[config.mk]
export PLATFORM = sky130hd
export DESIGN_NAME = ddr_burst_master
export DESIGN_NICKNAME = d
export VERILOG_FILES = /design/src/rtl/ddr_burst_master.sv
export SDC_FILE = /design/constraint.sdc
export NUM_CORES = 1
export LEC_CHECK = 0
export BUFFER_PORTS_ARGS = -buffer_cell sky130_fd_sc_hd__buf_4
export CAP_MARGIN = 20
export CORE_AREA = 4 4 437 439
export DETAILED_ROUTE_END_ITERATION = 12
export DIE_AREA = 0 0 441 443
export SLEW_MARGIN = 20
export SYNTH_ARGS = -nofsm -noshare
export SYNTH_HDL_FRONTEND = slang
export SYNTH_SLANG_ARGS = --single-unit
[constraint.sdc]
create_clock -name clk -period 2.9 [get_ports clk]
set_clock_uncertainty 0.05 [all_clocks]
set_input_delay 0 -clock clk [delete_from_list [all_inputs] [get_ports clk]]
set_output_delay 0 -clock clk [all_outputs]
set_load 0.1 [all_outputs]
[src/rtl/ddr_burst_master.sv]
// ddr_burst_master: issues 2-beat DDR app-port commands for a burst
// of burst_len commands, streaming write data or collecting read data.
//
// Ports:
//   clk, rst_n            : clock, async active-low reset
//   start/op/start_addr/
//   burst_len             : burst request, sampled together with start
//   busy, done            : burst in flight / one-cycle completion pulse
//   wr_data_req/wr_data_in: pop strobe and head word of a FWFT source
//   rd_data_out/valid     : registered read words back to the user
//   app_*                 : MIG-style application command port
//   phy_init_done         : calibration finished, bursts allowed
module ddr_burst_master #(
  parameter int ADDR_STRIDE = 8,
  parameter int LEN_W       = 16
) (
  input  logic             clk,
  input  logic             rst_n,
  input  logic             start,
  input  logic             op,
  input  logic [28:0]      start_addr,
  input  logic [LEN_W-1:0] burst_len,
  output logic             busy,
  output logic             done,
  output logic             wr_data_req,
  input  logic [255:0]     wr_data_in,
  output logic [255:0]     rd_data_out,
  output logic             rd_data_valid,
  output logic [2:0]       app_cmd,
  output logic             app_en,
  output logic [28:0]      app_addr,
  output logic [255:0]     app_wdf_data,
  input  logic             app_rdy,
  input  logic             app_wdf_rdy,
  input  logic             phy_init_done,
  input  logic [255:0]     app_rd_data,
  input  logic             app_rd_data_valid
);

  typedef enum logic [2:0] {
    S_IDLE,
    S_ISSUE,
    S_BEAT1,
    S_RD_DRAIN,
    S_DONE
  } state_e;

  localparam logic [28:0] STRIDE = 29'(ADDR_STRIDE);

  state_e state_q, state_d;

  logic             op_q, op_d;
  logic [28:0]      addr_q, addr_d;
  logic [LEN_W-1:0] len_q, len_d;
  logic [LEN_W-1:0] left_q, left_d;
  logic [LEN_W:0]   rd_cnt_q, rd_cnt_d;
  logic [255:0]     rd_data_q;
  logic             rd_vld_q;

  logic accept;
  logic issue_ok;
  logic last_cmd;
  logic rd_all;
  logic rd_take;

  assign accept   = (state_q == S_IDLE)
                  & start & phy_init_done;
  // write commands also need room in the
  // write-data FIFO before they may go out
  assign issue_ok = app_rdy & (op_q | app_wdf_rdy);
  assign last_cmd = (left_q == LEN_W'(1));
  assign rd_all   = (rd_cnt_q == {len_q, 1'b0});
  // read returns only count while a burst
  // is in flight; strays are dropped
  assign rd_take  = busy & app_rd_data_valid;

  // state register
  always_ff @(posedge clk or negedge rst_n) begin
    if (!rst_n) begin
      state_q <= S_IDLE;
    end else begin
      state_q <= state_d;
    end
  end

  // next-state logic
  always_comb begin
    state_d = state_q;
    unique case (state_q)
      S_IDLE: begin
        if (accept) begin
          if (burst_len == '0) begin
            state_d = S_DONE;
          end else begin
            state_d = S_ISSUE;
          end
        end
      end
      S_ISSUE: begin
        if (issue_ok) begin
          state_d = S_BEAT1;
        end
      end
      S_BEAT1: begin
        if (!last_cmd) begin
          state_d = S_ISSUE;
        end else if (op_q) begin
          state_d = S_RD_DRAIN;
        end else begin
          state_d = S_DONE;
        end
      end
      S_RD_DRAIN: begin
        if (rd_all) begin
          state_d = S_DONE;
        end
      end
      S_DONE: begin
        state_d = S_IDLE;
      end
      default: begin
        state_d = S_IDLE;
      end
    endcase
  end

  // output logic
  always_comb begin
    busy        = 1'b0;
    done        = 1'b0;
    app_en      = 1'b0;
    wr_data_req = 1'b0;
    app_cmd     = 3'b000;
    unique case (state_q)
      S_ISSUE: begin
        busy        = 1'b1;
        app_cmd     = {2'b00, op_q};
        app_en      = issue_ok;
        wr_data_req = issue_ok & ~op_q;
      end
      S_BEAT1: begin
        busy        = 1'b1;
        app_cmd     = {2'b00, op_q};
        wr_data_req = ~op_q;
      end
      S_RD_DRAIN: begin
        busy        = 1'b1;
        app_cmd     = {2'b00, op_q};
      end
      S_DONE: begin
        done        = 1'b1;
      end
      default: begin
      end
    endcase
  end

  assign app_wdf_data  = wr_data_req ? wr_data_in
                                     : '0;
  assign app_addr      = addr_q;
  assign rd_data_out   = rd_data_q;
  assign rd_data_valid = rd_vld_q;

  // burst bookkeeping
  always_comb begin
    op_d     = op_q;
    addr_d   = addr_q;
    len_d    = len_q;
    left_d   = left_q;
    rd_cnt_d = rd_cnt_q;
    if (accept) begin
      op_d     = op;
      addr_d   = start_addr;
      len_d    = burst_len;
      left_d   = burst_len;
      rd_cnt_d = '0;
    end else begin
      // address stays put through BEAT1 and
      // wraps naturally at 29 bits
      if (state_q == S_BEAT1) begin
        addr_d = addr_q + STRIDE;
        left_d = left_q - LEN_W'(1);
      end
      if (rd_take) begin
        rd_cnt_d = rd_cnt_q + (LEN_W+1)'(1);
      end
    end
  end

  always_ff @(posedge clk or negedge rst_n) begin
    if (!rst_n) begin
      op_q      <= 1'b0;
      addr_q    <= '0;
      len_q     <= '0;
      left_q    <= '0;
      rd_cnt_q  <= '0;
      rd_data_q <= '0;
      rd_vld_q  <= 1'b0;
    end else begin
      op_q     <= op_d;
      addr_q   <= addr_d;
      len_q    <= len_d;
      left_q   <= left_d;
      rd_cnt_q <= rd_cnt_d;
      rd_vld_q <= rd_take;
      if (rd_take) begin
        rd_data_q <= app_rd_data;
      end
    end
  end

endmodule

## Word-level counts from Yosys, hierarchy flattened

Cells that the tools add are included.

- $add $sub $neg: 3
- Eq/ne operators: 9
- Mux-type cells: 19
- Bitwise logic cells: 7
- Reductions and logical operators: 6

Operators by type and width:

| kind | number |
|---|---|
| two-way mux 256 bit | 1 |
| two-way mux 29 bit | 2 |
| two-way mux 17 bit | 2 |
| two-way mux 16 bit | 2 |
| adder 29 x 4 -> 29 bit, second input constant | 1 |
| two-way mux 3 bit | 6 |
| adder 17 x 1 -> 17 bit, second input constant | 1 |
| equality test 17 bit | 1 |
| equality test 16 x 1 -> 1 bit, second input constant | 1 |
| logical NOT 16 bit | 1 |
| subtractor 16 x 1 -> 16 bit, second input constant | 1 |
| one-hot mux 3 bit (4 select lines) | 1 |
| equality test 3 x 2 -> 1 bit, second input constant | 2 |
| != test 2 bit, second input constant | 3 |
| AND 1 bit | 5 |
| two-way mux 1 bit | 4 |
| nonzero test 2 bit | 2 |
| equality test 3 x 1 -> 1 bit, second input constant | 1 |
| equality test 3 bit, second input constant | 1 |
| logical NOT 3 bit | 1 |
| AND reduction 3 bit | 1 |
| OR reduction 3 bit | 1 |
| one-hot mux 1 bit (2 select lines) | 1 |
| NOT 1 bit | 1 |
| bitwise OR 1 bit | 1 |

- Register bits: 339
- Input bits: 565
- Logic and storage cells: 52

## Depth between registers and ports, before layout

Gate-level depths: netlist of run 1.

- Word-level depth: 6
- Mapped depth: 9
- Depth with buffers taken out: 7

## Worst setup path after synthesis of run 1

OpenSTA, ideal clock, no wires.

- Path kind: register to output
- Start point: register state_q[0]
- End point: output app_wdf_data[246]
- Arrival time: 2.826 ns
- Data required time: 2.850 ns
- Setup slack: 0.024 ns
- Cell stages (with the launch flop): 7
- Buffers on the path: 2
- Cells stage by stage: dfrtp_1 > buf_2 > and2b_1 > a31oi_1 > nor3_2 > clkbuf_1 > and2_1

- Longest elaborated chain between the ends: 3

RTL lines:

| item | line | RTL |
|---|---|---|
| start, declared | 50 | `state_e state_q, state_d;` |
| start signal, assigned | 82 | `state_q <= state_d;` |
| equality test 3 x 2 -> 1 bit / equality test 3 x 1 -> 1 bit (equally long branches) | 134 | `unique case (state_q)` |
| one-hot mux 1 bit (2 select lines) (*) | 134 |  |
| via wr_data_req | 25 | `output logic wr_data_req,` |
| two-way mux 256 bit (*) | 158 | `assign app_wdf_data = wr_data_req ? wr_data_in` |
| end, declared | 32 | `output logic [255:0] app_wdf_data,` |

The timed path passes the listed nets; every way through them passes the cells marked *.

## Final worst setup path of run 1

- Start point: register state_q[1]
- End point: output app_wdf_data[41]

- Longest elaborated chain between the ends: 3

RTL lines:

| item | line |
|---|---|
| equality test 3 x 2 -> 1 bit / equality test 3 x 1 -> 1 bit (equally long branches) | 134 |
| one-hot mux 1 bit (2 select lines) (*) | 134 |
| two-way mux 256 bit (*) | 158 |

Mark *: on every way between the ends. The rest lies on a longest branch, timed or not.

==> flow_metrics.env, run 1 <==
export IMPL_synth_edf_count=0
export IMPL_synthTopCellsByArea="dfrtp_1 (54%), nand2_1 (21%), and2_1 (10%), clkbuf_1 (1.6%), xor2_1 (1.2%)"
export IMPL_cp_end_kind="primary output"
export IMPL_synth_simple_gate_area_share=0.363
export IMPL_core_area_mm2=0.187
export IMPL_holdPathStages=4
export IMPL_power_switching_mw=33.7
export IMPL_layout_area_overhead_vs_synth_pct=117
export IMPL_hp_class="input port to flop"
export IMPL_clock_sinks=339
export IMPL_fin_crit_sh=0.970
export IMPL_place_ws_ns=0.542
export IMPL_seqPwrFrac=0.175
export IMPL_worstHoldStart="app_rd_data[217]"
export IMPL_r2r_start="state_q[1]$_DFFE_PN0P_"
export IMPL_finalMaxSlewViolations=0
export IMPL_drive_gt1_frac=0.377
export IMPL_gr_total_overflow=0
export IMPL_r2r_end="rd_data_out[23]$_DFFE_PN0P_"
export IMPL_p_total_mw=52.4
export IMPL_grt_max_degree=111
export IMPL_maxSlewHeadroom=0.496
export IMPL_clockBufferDepth=3
export IMPL_p_int_mw=18.7
export IMPL_drtIter0Drc=1687
export IMPL_io_buffers=1111
export IMPL_synth_top_family_by_area="simple AND/OR/NAND/NOR gates"
export IMPL_p_clk_frac=0.111
export IMPL_first_global_vias=20700
export IMPL_nNetsFinal=3936
export IMPL_ys_dominant_reg_cell="dfrtp_1"
export IMPL_ir_drop_mv=1.36
export IMPL_num_vias=20700
export IMPL_synth_top_area_share=0.541
export IMPL_finalSetupViolations=0
export IMPL_tightest_slew_ns=0.755
export IMPL_die_h_um=443
export IMPL_synthCells=1859
export IMPL_synthXorXnorAreaFrac=0.0179
export IMPL_synth_compound_area_frac=0.0435
export IMPL_min_to="rd_data_out[217]$_DFFE_PN0P_"
export IMPL_seqCellArea_mm2=0.00849
export IMPL_min_period_ns=2.81
export IMPL_run_status="completed"
export IMPL_hold_viol=0
export IMPL_layout_commonest_cell="buf_4"
export IMPL_clkLatencyLatePin_ns=0.61
export IMPL_post_route_drc_count=0
export IMPL_critPathRequiredTime_ns=2.85
export IMPL_place_gp_congestion=0.959
export IMPL_synth_seq_area_share=0.541
export IMPL_ys_types=55
export IMPL_drt_total_wl_mm=168
export IMPL_die_area_mm2=0.195
export IMPL_fp_dieW_um=441
export IMPL_nFillCells=20700
export IMPL_synth_top_cell_by_area="dfrtp_1"
export IMPL_cts_root_buf="clkbuf_16"
export IMPL_muxShareOfSynthArea=0.000638
export IMPL_power_frac_comb=0.714
export IMPL_vias_per_cell=3.46
export IMPL_track_usage=0.166
export IMPL_cts_tree="built"
export IMPL_max_cap_viol_count=0
export IMPL_grt_first_pass_wirelength_mm=212
export IMPL_multi_input_comb_area_mm2=0.00679
export IMPL_switching_share=0.643
export IMPL_path_clk_slew_ns=0.06
export IMPL_numCtsBuffers=43
export IMPL_reg2reg_slack_ns=0.11
export IMPL_boundaryPins=1114
export IMPL_p_leak_nw=16.5
export IMPL_worst_path_max_fanout=14
export IMPL_worst_setup_path_start_kind="flop"
export IMPL_start_util=0.0838
export IMPL_row_count=159
export IMPL_synth_seq_cells=339
export IMPL_first_pass_iters=6
export IMPL_layout_common_cells="buf_4 (996), nand2_1 (873), dlygate4sd3_1 (399)"
export IMPL_syn_area_mm2=0.0157
export IMPL_arrival_ns=2.76
export IMPL_wl_per_cell_um=28.2
export IMPL_h_tree_depth=2
export IMPL_finalWorstSetupSlack_ns=0.0867
export IMPL_max_freq_ghz=0.355
export IMPL_worstSetupPathType="flop to primary output"
export IMPL_synth_adder_area_share=0.00319
export IMPL_yosys_warnings=0
export IMPL_power_density_mw_per_mm2=1540
export IMPL_dp_hpwl_mm=143
export IMPL_async_reset_ff_frac=1.00
export IMPL_reg2regPathDepth=9
export IMPL_ant_nets=0
export IMPL_antenna_found_initial=189
export IMPL_syn_area_per_cell_um2=8.44
worst max-delay path by stage:
stage	cells after the start	endpoint	from
6_report	8	app_wdf_data[41]	state_q[1]$_DFFE_PN0P_
4_1_cts	7	app_wdf_data[10]	state_q[1]$_DFFE_PN0P_
2_1_floorplan	6	app_wdf_data[246]	state_q[0]$_DFFE_PN0P_
3_5_place_dp	7	app_wdf_data[21]	state_q[1]$_DFFE_PN0P_
5_1_grt	8	app_wdf_data[246]	state_q[1]$_DFFE_PN0P_
3_3_place_gp	7	app_wdf_data[139]	state_q[1]$_DFFE_PN0P_
cells in the mapped netlist, drive strengths merged (2+ instances only):
library cell,count
nand2,874
dfrtp,339
and2,261
clkbuf,66
buf,41
nor2,29
nand3,25
o21ai,23
o211ai,21
xor2,21
o311ai,18
nor4,17
nand4,13
inv,12
nor3,12
a21oi,11
xnor2,11
a31oi,7
or3,7
or4,7
a221o,5
and3,4
and4,4
ha,4
nor3b,4
a22oi,2
nand3b,2
o21a,2
or2,2
state kept, by name, summed over array words and instances, names as in the netlist:
register,flops
left_q,16
state_q,3
rd_data_out,256
op_q,1
rd_cnt_q,17
rd_data_valid,1
len_q,16
app_addr,29
per-layer routing:
metal,track usage,up-vias,part of all wire
li1,-,8987,-
met1,0.148,9963,0.30
met2,0.330,1223,0.56
met3,0.0338,493,0.057
met4,0.104,6,0.086
met5,0,-,0.00026
per-stage QoR:
step / std cells / cell area, um^2 / hold slack, ns / TNS [ns] / utilization
final: 5969 / 34100 / 0.0862 / 0 / 0.182
after global routing: 5946 / 34000 / 0.0600 / -0.0805 / 0.182
after CTS: 5885 / 33600 / 0.00330 / -0.197 / 0.180
after detailed placement: 5401 / 27300 / 0.0233 / 0 / 0.146
after global placement: 5401 / 27300 / 0.0222 / 0 / 0.146
after floorplan: 1860 / 15700 / -0.346 / 0 / -
power groups by stage:
stage | sequential [mW] | combinational [mW] | clock [mW]
finish | 9.15 | 37.4 | 5.82
global route | 9.34 | 38.8 | 6.20
CTS | 9.07 | 37.4 | 6.05
detailed placement | 9.09 | 35.2 | 0
global placement | 9.06 | 35.1 | 0
floorplan | 22.2 | 12.0 | 0
area by class of cell:
cell class              instances  area share
inverters                      12     0.00180
repair buffers               1569       0.408
diodes                         75     0.00551
well taps                    2495      0.0916
clock inverters                21     0.00977
flip-flops and latches        339       0.249
multi-input cells            1402       0.199
clock buffers                  56      0.0348
worst max-delay path, cell delays in order (launching register included):
cell       delay [ns]
dfrtp_2          0.44
and2b_1          0.27
a31oi_1          0.15
nor3_4           0.23
buf_4            0.16
buf_4            0.13
bufbuf_16        0.30
and2_2           0.23
buf_8            0.22
cells by family (layout without fill, tap and decap cells):
logic type | after synthesis | count (layout)
AND/OR/NAND/NOR | 1266 | 1266
flip-flops | 339 | 339
buffers and inverters | 119 | 1658
AO/OA/AOI/OAI | 97 | 97
XOR/XNOR | 32 | 32
adder cells (fa/ha/maj) | 4 | 4
other | 1 | 77
multiplexers | 1 | 1
what timing repair did:
item                                   4_1_cts  5_1_grt
gates resized for setup                    193       48
gates cloned                                 3        2
endpoints found under the hold margin      607        0
setup endpoints to repair                  202      197
pin swaps                                    1        1
setup buffers                                4        7
hold buffers                               400        0
Note: power is estimated with default switching activity, not from simulation.
==> inputs of run 2 (changes only) <==
--- a/config.mk
+++ b/config.mk
@@ -7,9 +7,12 @@
 export LEC_CHECK = 0
 export BUFFER_PORTS_ARGS = -buffer_cell sky130_fd_sc_hd__buf_4
 export CAP_MARGIN = 20
-export CORE_AREA = 4 4 437 439
+export CELL_PAD_IN_SITES_DETAIL_PLACEMENT = 1
+export CELL_PAD_IN_SITES_GLOBAL_PLACEMENT = 1
+export CORE_AREA = 4 4 431 433
 export DETAILED_ROUTE_END_ITERATION = 12
-export DIE_AREA = 0 0 441 443
+export DIE_AREA = 0 0 435 437
+export PLACE_DENSITY_LB_ADDON = 0.1
 export SLEW_MARGIN = 20
 export SYNTH_ARGS = -nofsm -noshare
 export SYNTH_HDL_FRONTEND = slang
==> run 2 against run 1 <==
  * Combinational power grew 1%
  * Critical path depth shrank 1
  * Count of clock-buffer cells in the layout is 19 higher
  * First-iteration DRC count is 60% lower
  * Non-clock buffer count is 24 lower
  * Core utilization is 0.61 points higher
  * Largest cell class unchanged
  * Largest power group unchanged
  * Highest routed layer unchanged
==> flow_metrics.env, run 2 (synthesized netlist as in run 1, its figures left out) <==
export IMPL_finalSetupViolations=0
export IMPL_layout_common_cells="buf_4 (975), nand2_1 (873), dlygate4sd3_1 (375)"
export IMPL_utilization=0.188
export IMPL_met2_usage=0.341
export IMPL_ir_drop_mv=0.485
export IMPL_worstSetupPathType="flop to primary output"
export IMPL_hold_viol=0
export IMPL_crit_chain="and2b_2 -> a31oi_4 -> nor3_4 -> buf_12 -> buf_16 -> and2_1 -> buf_4"
export IMPL_largest_reg_flops=256
export IMPL_nNetsFinal=3918
export IMPL_h_tree_depth=2
export IMPL_r2r_end="app_addr[10]$_DFFE_PN0P_"
export IMPL_critPathRequiredTime_ns=2.85
export IMPL_place_gp_congestion=0.934
export IMPL_run_status="completed"
export IMPL_rsz0062_at_grt="yes"
export IMPL_start_util=0.0862
export IMPL_cts_root_buf="clkbuf_16"
export IMPL_boundaryPins=1114
export IMPL_clock_sinks=339
export IMPL_maxSlewHeadroom=0.457
export IMPL_io_buffers=1111
export IMPL_first_global_vias=21600
export IMPL_setup_tns_ns=0
export IMPL_p_leak_nw=16.6
export IMPL_slowest_delay_ns=0.45
export IMPL_hp_class="input port to flop"
export IMPL_ant_nets=0
export IMPL_fp_dieW_um=435
export IMPL_first_pass_iters=5
export IMPL_numCtsBuffers=49
export IMPL_worst_path_max_fanout=8
export IMPL_wl_per_cell_um=27.9
export IMPL_fin_crit_sh=0.953
export IMPL_gr_total_overflow=0
export IMPL_use_met1=0.144
export IMPL_clockBufferDepth=3
export IMPL_grt_first_pass_wirelength_mm=211
export IMPL_cts_tree="built"
export IMPL_gr_usage_met3=0.0592
export IMPL_cp_end_kind="primary output"
export IMPL_worst_setup_path_start_kind="flop"
export IMPL_power_density_mw_per_mm2=1530
export IMPL_tightest_slew_ns=0.814
export IMPL_core_area_mm2=0.182
export IMPL_globalRoute_busiestLayer="met2"
export IMPL_vias_per_cell=3.33
export IMPL_arrival_ns=2.71
export IMPL_track_usage=0.164
export IMPL_post_route_drc_count=0
export IMPL_clkLatencyLatePin_ns=0.63
export IMPL_min_to="rd_data_out[226]$_DFFE_PN0P_"
export IMPL_antenna_found_initial=82
export IMPL_finalMaxSlewViolations=0
export IMPL_reg2regPathDepth=7
export IMPL_path_buf_inv=3
export IMPL_dp_hpwl_mm=134
export IMPL_drtIter0Drc=675
export IMPL_layout_commonest_cell="buf_4"
export IMPL_num_vias=19300
export IMPL_crit_family="simple AND/OR/NAND/NOR gates"
export IMPL_path_clk_slew_ns=0.06
export IMPL_critPathSlowestCell="dfrtp_2"
export IMPL_min_period_ns=2.76
export IMPL_holdPathStages=4
export IMPL_worstHoldStart="app_rd_data[226]"
export IMPL_reg2reg_slack_ns=0.17
export IMPL_die_area_mm2=0.190
export IMPL_drive_gt1_frac=0.384
export IMPL_grt_max_degree=132
export IMPL_row_count=157
export IMPL_drt_total_wl_mm=162
export IMPL_die_h_um=437
export IMPL_r2r_start="state_q[0]$_DFFE_PN0P_"
export IMPL_max_cap_viol_count=0
export IMPL_max_freq_ghz=0.362
export IMPL_layout_area_overhead_vs_synth_pct=118
==> run 2: worst max-delay path by stage <==
stage | start | to | slack (ns) | depth (start not counted)
final | state_q[1]$_DFFE_PN0P_ | app_wdf_data[100] | 0.14 | 7
after global routing | state_q[1]$_DFFE_PN0P_ | app_wdf_data[204] | -0.01 | 7
after CTS | state_q[1]$_DFFE_PN0P_ | app_wdf_data[108] | 0.0002 | 9
after detailed placement | state_q[0]$_DFFE_PN0P_ | app_wdf_data[0] | 0.46 | 7
after global placement | state_q[0]$_DFFE_PN0P_ | app_wdf_data[0] | 0.44 | 7
after floorplan | state_q[0]$_DFFE_PN0P_ | app_wdf_data[246] | 0.02 | 6
==> run 2: what timing repair did <==
item | CTS | global route
gates resized for setup | 155 | 160
endpoints found under the setup margin | 210 | 142
pin swaps | 1 | 0
cloned | 5 | 1
hold endpoints to repair | 658 | 0
hold buffers | 376 | 0
setup buffers | 4 | 3
==> run 2: area by class of cell <==
class / count / area [um^2]
multi-input cells: 1402 / 6870
clock inverters: 8 / 68.8
flip-flops and latches: 339 / 8490
diodes: 34 / 85.1
well taps: 2385 / 2980
repair buffers: 1545 / 14200
fillers: 21200 / 148000
inverters: 12 / 52.6
clock buffers: 75 / 1470
==> run 2: layer usage <==
metal | part of all wire | vias up
met5 | 0.00053 | -
met4 | 0.034 | 14
met3 | 0.078 | 215
met2 | 0.58 | 755
met1 | 0.31 | 9435
li1 | - | 8898
==> run 2: power breakdown <==
group,internal (mW),switching [mW]
logic,8.26,29.6
clock network,3.45,2.54
registers,6.95,1.69
total,18.7,33.8
==> run 2: per-stage QoR <==
step                area [um^2]  instances  power [mW]  hold WS (ns)  worst slack (ns)
floorplan                 15700       1860        34.2        -0.346            0.0241
global placement          27400       5295        45.2       -0.0597             0.437
detailed placement        27400       5295        45.0       -0.0592             0.456
CTS                       33500       5763        53.0      0.000267          0.000213
global route              34200       5793        54.9        0.0313           -0.0109
finish                    34300       5800        52.5        0.0723             0.136
==> run 2: worst register-to-register path, cell delays in order (launching register included) <==
cell           delay, ns
dfrtp_2             0.45
buf_4               0.15
nor4_2              0.39
buf_12              0.27
nand2_1             0.17
dlygate4sd3_1       0.56
o21ai_0             0.07
dlygate4sd3_1       0.56
==> inputs of run 3 (changes only) <==
--- a/config.mk
+++ b/config.mk
@@ -5,7 +5,7 @@
 export SDC_FILE = /design/constraint.sdc
 export NUM_CORES = 1
 export LEC_CHECK = 0
-export BUFFER_PORTS_ARGS = -buffer_cell sky130_fd_sc_hd__buf_4
+export BUFFER_PORTS_ARGS = -buffer_cell sky130_fd_sc_hd__buf_2
 export CAP_MARGIN = 20
 export CELL_PAD_IN_SITES_DETAIL_PLACEMENT = 1
 export CELL_PAD_IN_SITES_GLOBAL_PLACEMENT = 1
==> run 3 against run 2 <==
  * Final area is 0.17% lower
  * Core utilization about the same
  * Wire length is 1.6% higher
  * Register-to-register slack better by 0.07 ns
==> flow_metrics.env, run 3 (synthesized netlist as in run 1, its figures left out) <==
export IMPL_vias_per_cell=3.35
export IMPL_ant_nets=0
export IMPL_clkLatencyLatePin_ns=0.64
export IMPL_grt_max_degree=65
export IMPL_cp_end_kind="primary output"
export IMPL_maxSlewHeadroom=0.482
export IMPL_largest_reg_flops=256
export IMPL_path_clk_slew_ns=0.06
export IMPL_first_global_vias=21600
export IMPL_layout_area_overhead_vs_synth_pct=118
export IMPL_boundaryPins=1114
export IMPL_rsz0062_at_grt="yes"
export IMPL_slowest_delay_ns=0.49
export IMPL_start_util=0.0862
export IMPL_layout_commonest_cell="nand2_1"
export IMPL_numCtsBuffers=50
export IMPL_dp_hpwl_mm=137
export IMPL_drive_gt1_frac=0.395
export IMPL_fp_dieW_um=435
export IMPL_drt_total_wl_mm=164
export IMPL_finalSetupViolations=0
export IMPL_run_status="completed"
export IMPL_min_period_ns=2.76
export IMPL_setup_tns_ns=0
export IMPL_cts_tree="built"
export IMPL_crit_family="buffers and inverters"
export IMPL_fin_crit_sh=0.953
export IMPL_worstSetupPathType="flop to primary output"
export IMPL_io_buffers=1111
export IMPL_wl_per_cell_um=28.3
export IMPL_worst_path_max_fanout=11
export IMPL_layout_common_cells="nand2_1 (873), buf_2 (853), dlygate4sd3_1 (365)"
export IMPL_core_area_mm2=0.182
export IMPL_nNetsFinal=3913
export IMPL_grt_first_pass_wirelength_mm=214
export IMPL_die_h_um=437
export IMPL_critPathSlowestCell="dfrtp_2"
export IMPL_hold_viol=0
export IMPL_crit_chain="and2b_2 -> a31oi_2 -> nor3_4 -> buf_4 -> bufbuf_16 -> and2_1 -> buf_4 -> buf_12"
export IMPL_max_freq_ghz=0.362
export IMPL_clockBufferDepth=3
export IMPL_arrival_ns=2.71
export IMPL_finalMaxSlewViolations=0
export IMPL_gr_total_overflow=0
export IMPL_max_cap_viol_count=0
export IMPL_post_route_drc_count=0
export IMPL_num_vias=19500
export IMPL_track_usage=0.167
export IMPL_place_gp_congestion=0.879
export IMPL_die_area_mm2=0.190
export IMPL_nFillCells=21200
export IMPL_critPathRequiredTime_ns=2.85
export IMPL_path_common_cell="buf_4"
export IMPL_antenna_found_initial=117
export IMPL_path_buf_inv=4
export IMPL_row_count=157
export IMPL_h_tree_depth=2
export IMPL_drtIter0Drc=834
export IMPL_hp_class="input port to async pin"
export IMPL_tightest_slew_ns=0.770
export IMPL_worst_setup_path_start_kind="flop"
export IMPL_cts_root_buf="clkbuf_16"
export IMPL_clock_sinks=339
export IMPL_first_pass_iters=4
==> run 3: cell types whose count changed in the layout (fill, tap and decap cells not counted), moves of 10 or more <==
cell and change:
and2_1 -18, and2_2 +31, and2_4 -13, buf_12 +180, buf_2 +853, buf_4 -945, buf_6 -87, diode_2 +11
dlygate4sd3_1 -10
==> run 3: worst min-delay path, delay by kind of cell <==
family,cells,cell delay [ns]
buf+inv,3,1.12
==> run 3: cell type report <==
class                      count  area [um^2]  share of cell area
tap                         2385         2980              0.0873
inverter                      12         52.6             0.00154
multi-input combinational   1402         6880               0.201
timing repair buffer        1539        14000               0.410
sequential                   339         8490               0.248
antenna                       45          113             0.00329
clock buffer                  71         1480              0.0433
clock inverter                18          188             0.00549
==> run 3: path summary, 6_finish.rpt <==
path,from,endpoint,slack (ns),depth (start not counted)
worst max-delay path,state_q[0]$_DFFE_PN0P_,app_wdf_data[204],0.14,8
worst min-delay path,rst_n,rd_data_out[225]$_DFFE_PN0P_,0.06,3
worst max register to register,state_q[0]$_DFFE_PN0P_,app_addr[10]$_DFFE_PN0P_,0.24,8
worst min register to register,rd_data_out[83]$_DFFE_PN0P_,rd_data_out[83]$_DFFE_PN0P_,0.41,2
max in group asynchronous,rst_n,app_addr[3]$_DFFE_PN0P_,2.24,4
min in group clk,app_rd_data[177],rd_data_out[177]$_DFFE_PN0P_,0.06,4
==> run 3: repair_timing <==
action / in CTS / in global routing
cloned: 5 / 3
pin swaps: 1 / 1
setup endpoints to repair: 202 / 240
hold endpoints to repair: 654 / 0
hold buffers: 366 / 0
resized for setup: 42 / 35
setup buffers: 7 / 2
==> run 3: per-layer routing <==
layer | track usage | part of all wire | vias to the layer above
met5 | 0 | 0.0017 | -
met3 | 0.0740 | 0.093 | 266
met4 | 0.0398 | 0.027 | 46
li1 | - | - | 8914
met1 | 0.146 | 0.31 | 9432
met2 | 0.340 | 0.57 | 804
==> run 3: metrics by stage <==
| step | instance area [um^2] | cells | setup WS (ns) | hold WS, ns | util |
|---|---|---|---|---|---|
| 6_report | 34200 | 5811 | 0.138 | 0.0613 | 0.188 |
| 5_1_grt | 34100 | 5789 | -0.0228 | 0.0328 | 0.187 |
| 4_1_cts | 33900 | 5762 | -0.0533 | 0.00000272 | 0.186 |
| 3_5_place_dp | 28300 | 5295 | 0.446 | 0.0195 | 0.155 |
| 3_3_place_gp | 28300 | 5295 | 0.432 | 0.0170 | 0.155 |
| 2_1_floorplan | 15700 | 1860 | 0.0241 | -0.346 | - |
Power of run 3 is left out: the tool's default activity adds up to more than one toggle a clock period on the data nets, which glitch-free logic cannot reach.
